[src/rtl/snake_tick_scheduler.sv]
// ---------------------------------------------------------------------------
// snake_tick_scheduler
//
// Game-speed controller for the snake core. Sequences IDLE -> COUNTDOWN ->
// RUN <-> PAUSED -> OVER. While running it divides the clock by PERIOD and
// emits a one-cycle MOVE_TICK per period. The period shortens as the speed
// level rises.
//
// Optional feature macro: SNAKE_SPEEDUP_EN
//   defined   : SPEED_UP raises LEVEL (saturating at MAX_LEVEL), and PERIOD
//               reloads from LEVEL at every tick wrap.
//   undefined : SPEED_UP is ignored, LEVEL is constant 0 and PERIOD is
//               constant BASE_PERIOD. No level/period arithmetic is built.
//
// Ports:
//   CLK           in   system clock
//   RESET_N       in   asynchronous active-low reset
//   START         in   one-cycle pulse, starts a new game from IDLE/OVER
//   PAUSE_TOGGLE  in   one-cycle pulse, toggles RUN <-> PAUSED
//   SPEED_UP      in   one-cycle pulse, food eaten
//   GAME_OVER     in   one-cycle pulse from the collision logic
//   MOVE_TICK     out  one-cycle movement strobe
//   LEVEL         out  current speed level
//   COUNTDOWN_VAL out  countdown digit for the display
//   STATE         out  IDLE=0 COUNTDOWN=1 RUN=2 PAUSED=3 OVER=4
//   PERIOD        out  tick period currently in force, in cycles
// ---------------------------------------------------------------------------
module snake_tick_scheduler #(
    parameter int PRESCALE_WIDTH = 27,
    parameter int BASE_PERIOD    = 25000000,
    parameter int PERIOD_STEP    = 2000000,
    parameter int MIN_PERIOD     = 5000000,
    parameter int LEVEL_WIDTH    = 4,
    parameter int MAX_LEVEL      = 10,
    parameter int SEC_PERIOD     = 100000000,
    parameter int CD_START       = 3
) (
    input  logic                      CLK,
    input  logic                      RESET_N,
    input  logic                      START,
    input  logic                      PAUSE_TOGGLE,
    input  logic                      SPEED_UP,
    input  logic                      GAME_OVER,
    output logic                      MOVE_TICK,
    output logic [LEVEL_WIDTH-1:0]    LEVEL,
    output logic [1:0]                COUNTDOWN_VAL,
    output logic [2:0]                STATE,
    output logic [PRESCALE_WIDTH-1:0] PERIOD
);

    localparam int SEC_WIDTH = (SEC_PERIOD > 1) ? $clog2(SEC_PERIOD) : 1;

    localparam logic [2:0] ST_IDLE      = 3'd0;
    localparam logic [2:0] ST_COUNTDOWN = 3'd1;
    localparam logic [2:0] ST_RUN       = 3'd2;
    localparam logic [2:0] ST_PAUSED    = 3'd3;
    localparam logic [2:0] ST_OVER      = 3'd4;

    localparam logic [PRESCALE_WIDTH-1:0] BASE_P   = PRESCALE_WIDTH'(BASE_PERIOD);
    localparam logic [SEC_WIDTH-1:0]      SEC_LAST = SEC_WIDTH'(SEC_PERIOD - 1);

    logic [2:0]                state_q, state_d;
    logic [PRESCALE_WIDTH-1:0] prescale_q, prescale_d;
    logic [SEC_WIDTH-1:0]      sec_q, sec_d;
    logic [1:0]                cd_q, cd_d;
    logic                      tick_q, tick_d;

    logic [LEVEL_WIDTH-1:0]    cur_level;
    logic [PRESCALE_WIDTH-1:0] cur_period;

    // Strobes from the sequencer to the level/period block.
    logic load_game;   // START accepted: clear level, restore base period
    logic run_wrap;    // prescale wrapped in RUN: reload period from level
    logic run_speed;   // SPEED_UP accepted in RUN

    logic game_over_hit;
    assign game_over_hit = GAME_OVER && (state_q == ST_COUNTDOWN ||
                                         state_q == ST_RUN ||
                                         state_q == ST_PAUSED);

    always_comb begin
        // NOTE: every signal gets a default before the case so no path can
        // leave it unassigned, which would infer a latch.
        state_d    = state_q;
        prescale_d = prescale_q;
        sec_d      = sec_q;
        cd_d       = cd_q;
        tick_d     = 1'b0;
        load_game  = 1'b0;
        run_wrap   = 1'b0;
        run_speed  = 1'b0;

        if (game_over_hit) begin
            // Highest priority: swallows any wrap or speed-up this cycle.
            state_d    = ST_OVER;
            prescale_d = '0;
            sec_d      = '0;
            cd_d       = '0;
        end else begin
            case (state_q)
                ST_IDLE, ST_OVER: begin
                    if (START) begin
                        state_d    = ST_COUNTDOWN;
                        cd_d       = 2'(CD_START);
                        prescale_d = '0;
                        sec_d      = '0;
                        load_game  = 1'b1;
                    end
                end
                ST_COUNTDOWN: begin
                    if (sec_q == SEC_LAST) begin
                        sec_d = '0;
                        cd_d  = cd_q - 2'd1;
                        if (cd_q == 2'd1) begin
                            state_d = ST_RUN;
                        end
                    end else begin
                        sec_d = sec_q + SEC_WIDTH'(1);
                    end
                end
                ST_RUN: begin
                    // The counter advances even on the cycle that pauses, so
                    // a wrap coinciding with PAUSE_TOGGLE still ticks.
                    if (prescale_q == cur_period - PRESCALE_WIDTH'(1)) begin
                        prescale_d = '0;
                        tick_d     = 1'b1;
                        run_wrap   = 1'b1;
                    end else begin
                        prescale_d = prescale_q + PRESCALE_WIDTH'(1);
                    end
                    if (PAUSE_TOGGLE) begin
                        state_d = ST_PAUSED;
                    end else begin
                        run_speed = SPEED_UP;
                    end
                end
                ST_PAUSED: begin
                    if (PAUSE_TOGGLE) begin
                        state_d = ST_RUN;
                    end
                end
                default: begin
                    state_d = ST_IDLE;
                end
            endcase
        end
    end

    // NOTE: sequential state uses non-blocking assignments so every register
    // samples the pre-edge values regardless of statement order.
    always_ff @(posedge CLK or negedge RESET_N) begin
        if (!RESET_N) begin
            state_q    <= ST_IDLE;
            prescale_q <= '0;
            sec_q      <= '0;
            cd_q       <= '0;
            tick_q     <= 1'b0;
        end else begin
            state_q    <= state_d;
            prescale_q <= prescale_d;
            sec_q      <= sec_d;
            cd_q       <= cd_d;
            tick_q     <= tick_d;
        end
    end

`ifdef SNAKE_SPEEDUP_EN
    localparam int PW1 = PRESCALE_WIDTH + 1;
    localparam logic [PW1-1:0]            BASE_X = PW1'(BASE_PERIOD);
    localparam logic [PW1-1:0]            STEP_X = PW1'(PERIOD_STEP);
    localparam logic [PRESCALE_WIDTH-1:0] MIN_P  = PRESCALE_WIDTH'(MIN_PERIOD);
    localparam logic [LEVEL_WIDTH-1:0]    MAX_L  = LEVEL_WIDTH'(MAX_LEVEL);

    logic [LEVEL_WIDTH-1:0]    level_q, level_d;
    logic [PRESCALE_WIDTH-1:0] period_q, period_d;
    logic [PW1-1:0]            step_prod, period_diff;
    logic [PRESCALE_WIDTH-1:0] level_period;

    // One extra bit on the subtraction: a set MSB means the result went
    // negative, which clamps to MIN_PERIOD instead of wrapping.
    always_comb begin
        step_prod   = PW1'(level_q) * STEP_X;
        period_diff = BASE_X - step_prod;
        if (period_diff[PRESCALE_WIDTH] ||
            period_diff[PRESCALE_WIDTH-1:0] < MIN_P) begin
            level_period = MIN_P;
        end else begin
            level_period = period_diff[PRESCALE_WIDTH-1:0];
        end
    end

    // Reload uses the pre-edge level, so a SPEED_UP landing on a wrap only
    // changes the period at the following wrap.
    always_comb begin
        level_d  = level_q;
        period_d = period_q;
        if (load_game) begin
            level_d  = '0;
            period_d = BASE_P;
        end else begin
            if (run_wrap) begin
                period_d = level_period;
            end
            if (run_speed && level_q != MAX_L) begin
                level_d = level_q + LEVEL_WIDTH'(1);
            end
        end
    end

    always_ff @(posedge CLK or negedge RESET_N) begin
        if (!RESET_N) begin
            level_q  <= '0;
            period_q <= BASE_P;
        end else begin
            level_q  <= level_d;
            period_q <= period_d;
        end
    end

    assign cur_level  = level_q;
    assign cur_period = period_q;
`else
    assign cur_level  = '0;
    assign cur_period = BASE_P;

    logic [31:0] unused_cfg;
    assign unused_cfg = 32'(PERIOD_STEP) ^ 32'(MIN_PERIOD) ^ 32'(MAX_LEVEL) ^
                        {29'd0, load_game, run_wrap, run_speed ^ SPEED_UP};
`endif

    assign MOVE_TICK     = tick_q;
    assign LEVEL         = cur_level;
    assign COUNTDOWN_VAL = cd_q;
    assign STATE         = state_q;
    assign PERIOD        = cur_period;

endmodule

[config.mk]
export PLATFORM = sky130hd
export DESIGN_NAME = snake_tick_scheduler
export DESIGN_NICKNAME = d
export VERILOG_FILES = /design/src/rtl/snake_tick_scheduler.sv
export SDC_FILE = /design/constraint.sdc
export NUM_CORES = 1
export LEC_CHECK = 0
export BUFFER_PORTS_ARGS = -buffer_cell sky130_fd_sc_hd__buf_2
export CORE_MARGIN = 1
export CORE_UTILIZATION = 40
export DETAILED_ROUTE_END_ITERATION = 8
export GPL_ROUTABILITY_DRIVEN = 1
export PLACE_DENSITY_LB_ADDON = 0.1
export RECOVER_POWER = 50
export SLEW_MARGIN = 15
export SYNTH_ARGS = -nofsm -noshare
export SYNTH_HDL_FRONTEND = slang
export SYNTH_SLANG_ARGS = --single-unit
[constraint.sdc]
create_clock -name CLK -period 5.18 [get_ports CLK]
set_input_delay 0.259 -clock CLK [delete_from_list [all_inputs] [get_ports CLK]]
set_output_delay 0.259 -clock CLK [all_outputs]
set_load 0.05 [all_outputs]
==> metrics <==
worst setup margin 2.244 ns; max_slew headroom -1.158; worst r2r dst prescale_q[25]$_DFFE_PN0P_; critical path's top delay family buffers and inverters; failing checks max-capacitance violations, max-slew violations; Worst VDD drop 0.1759 mV; Mapped Cells 384; setup tns final 0 ns; Die ar. 0.009411 mm2; Post-synth EDFFs 0; # IOs 43; Mapped Area 0.003611 mm2; vias in the first global route 2591; hold-fix buffers at CTS 0; Buf+Inv Stages, Crit Path 2; drt wl/cell 15.06 um; Setup-failing EPs final 0; worst-path cell chain buf_2, clkbuf_1; Reg2Reg Launch Point STATE[1]$_DFFE_PN0P_; Power Total 1.398 mW; async set-reset flop share out of synthesis 1.000; final worst path period share 0.5669; Tightest Hold Check Type input pin to flop; # diodes 0; Worst EP arrival 2.65 ns; CP Class input pin to asynchronous set/reset pin; Worst Skew 0.01153 ns; post_cts resized 0; Clock Tree Buf Depth 2; later-pin clock latency in the skew report 0.34 ns; H-tree levels 3; Clock Tree Root clkbuf_8; MaxCap Viol Count 1; Final Hold Fails 0; CP max stage cell clkbuf_1; Worst Path Required 4.89 ns; post-layout minimum cycle time 2.936 ns; Post-DRT Antenna Nets 0; nets 401; Cell variety after synth 60; commonest non-fill, non-tap cells in the layout dfrtp_1, nor2_1, conb_1, xor2_1, nand4_1; RSZ-0062 raised after global routing no; chip height 97.01 um; CP endpoint sec_q[15]$_DFFE_PN0P_; GRT overflow 0; commonest non-fill, non-tap cell in the layout dfrtp_1; initial DRC count 150; pin count of the biggest net entering global routing 61; Area growth syn-to-layout 6.272%; CTS tree built; vias per inst 5.438; # clock sinks 60; cells on worst reg2reg path 5; share of cells above drive strength 1 0.1083; final wirelength 7605 um; PwrDens 364.3 mW/mm2; GRT Overall Usage 0.1729; Final Slew Violations 61; clock slew seen by the registers of the worst setup and hold paths 0.07 ns; flops & latches, synth 60; RePlAce Congestion 0.7373; num rows 34; Main synth FF type dfrtp_1; Leakage 1.667 nW; post-synthesis sequential area ratio 0.4158; Post-CTS Setup Inserts 0; TritonCTS buffer count 9; dpl hpwl 5031 um; Post-Place Worst Slack 2.790 ns; crit path capture type asynchronous set/reset pin; Worst-Margin Slew 3.236 ns; Synth warnings 0; initial antenna violation count 0; core area 0.008721 mm2; first-pass GRT wire length 13190 um; crit-path max cell delay 2.27 ns; IO Port Bufs 10; Crit path depth 2; Reg2Reg Setup Slack 2.78 ns; CP Launch Type input pin; Max Freq 340.6 MHz; DRC errors left 0; initial core utilization 0.4141; worst-path maximum fanout 60; Setup crit start RESET_N; Die X 97.01 um; drt pass-1 iters 4; via count 2746; Avg Synthesized Cell Area 9.404 um2; status finished, violations left
[cells by family (layout without fill, tap and decap cells)]
kind of cell,after synthesis,after routing,synth area share
and+or+nand+nor,162,162,0.2578
AOI/OAI and AO/OA,69,69,0.1320
DFF,60,60,0.4158
buffers and inverters,51,35,0.08974
xor gates and xnor gates,32,32,0.07762
muxes,5,5,0.01455
adders and majority gates,3,3,0.01040
other,2,31,0.002080
[per-stage QoR]
stage	std cells	instance area [um2]	hold WS [ns]	util
2_1_floorplan	413	3720	-0.03659	-
3_3_place_gp	489	3626	0.4837	0.4158
3_5_place_dp	489	3626	0.4753	0.4158
4_1_cts	505	3844	0.1138	0.4407
5_1_grt	505	3837	0.1209	0.4400
6_report	505	3837	0.1262	0.4400
[per-layer routing]
metal  routed length, um  track usage
met1                4046       0.2647
met2                3223       0.2438
met3                 255      0.03757
met4                  79      0.04592
met5                   0            0
[registers in the layout, summed over array words and instances, names as in the netlist]
signal	flops
prescale_q	27
sec_q	27
STATE	3
COUNTDOWN_VAL	2
MOVE_TICK	1
[synthesized netlist by cell type, types with 2 or more instances]
| library cell | number | area share |
|---|---|---|
| dfrtp_1 | 60 | 0.42 |
| clkbuf_1 | 5 | 0.0052 |
| a22o_1 | 2 | 0.0049 |
| a21oi_1 | 12 | 0.017 |
| o2111ai_1 | 10 | 0.024 |
| and2_1 | 4 | 0.0069 |
| a31oi_1 | 3 | 0.0052 |
| o211ai_1 | 4 | 0.0083 |
| o41ai_1 | 2 | 0.0049 |
| a21o_1 | 2 | 0.0042 |
| o21ai_0 | 16 | 0.022 |
| nor2b_1 | 4 | 0.0069 |
| xnor2_1 | 4 | 0.0097 |
| ha_1 | 3 | 0.010 |
| nor2_1 | 43 | 0.045 |
| or4_1 | 2 | 0.0042 |
| nand2_1 | 21 | 0.022 |
| buf_2 | 4 | 0.0055 |
| buf_4 | 34 | 0.071 |
| nor4_1 | 4 | 0.0069 |
| nand2b_1 | 3 | 0.0052 |
| nand3_2 | 2 | 0.0055 |
| and4_1 | 2 | 0.0049 |
| xor2_1 | 28 | 0.068 |
| nand4_2 | 2 | 0.0069 |
| nor3_1 | 4 | 0.0055 |
| nand3_1 | 12 | 0.017 |
| or3_1 | 11 | 0.019 |
| or4_4 | 2 | 0.0062 |
| buf_1 | 2 | 0.0021 |
| o21ai_1 | 3 | 0.0042 |
| and3_1 | 12 | 0.021 |
| inv_1 | 6 | 0.0062 |
| o31ai_1 | 3 | 0.0062 |
| conb_1 | 2 | 0.0021 |
| nand4_1 | 22 | 0.038 |
| mux2i_1 | 3 | 0.0083 |
| a21oi_2 | 4 | 0.0097 |
[report_power, final]
group | internal [mW] | switching (mW)
clock network | 0.284 | 0.191
logic | 0.0886 | 0.313
registers | 0.489 | 0.0329
[cell type report]
type	count	area [um2]
clock buffer	12	145.1
clock inverter	4	72.57
fill	870	4883
inverter	6	22.52
multi-input combinational	302	1894
sequential	60	1501
tap	108	135.1
timing repair buffer	13	66.31
[worst min path at each step]
| stage | start | end | slack, ns | depth (start not counted) |
|---|---|---|---|---|
| final | START | STATE[2]$_DFFE_PN0P_ | 0.13 | 2 |
| after floorplan | RESET_N | COUNTDOWN_VAL[0]$_DFFE_PN0P_ | -0.04 | 0 |
| after global placement | RESET_N | prescale_q[0]$_DFFE_PN0P_ | 0.48 | 2 |
| after CTS | RESET_N | prescale_q[13]$_DFFE_PN0P_ | 0.11 | 2 |
| after global routing | START | STATE[2]$_DFFE_PN0P_ | 0.12 | 2 |
| after detailed placement | START | STATE[2]$_DFFE_PN0P_ | 0.48 | 2 |
Power figures use the tool's default switching activity.
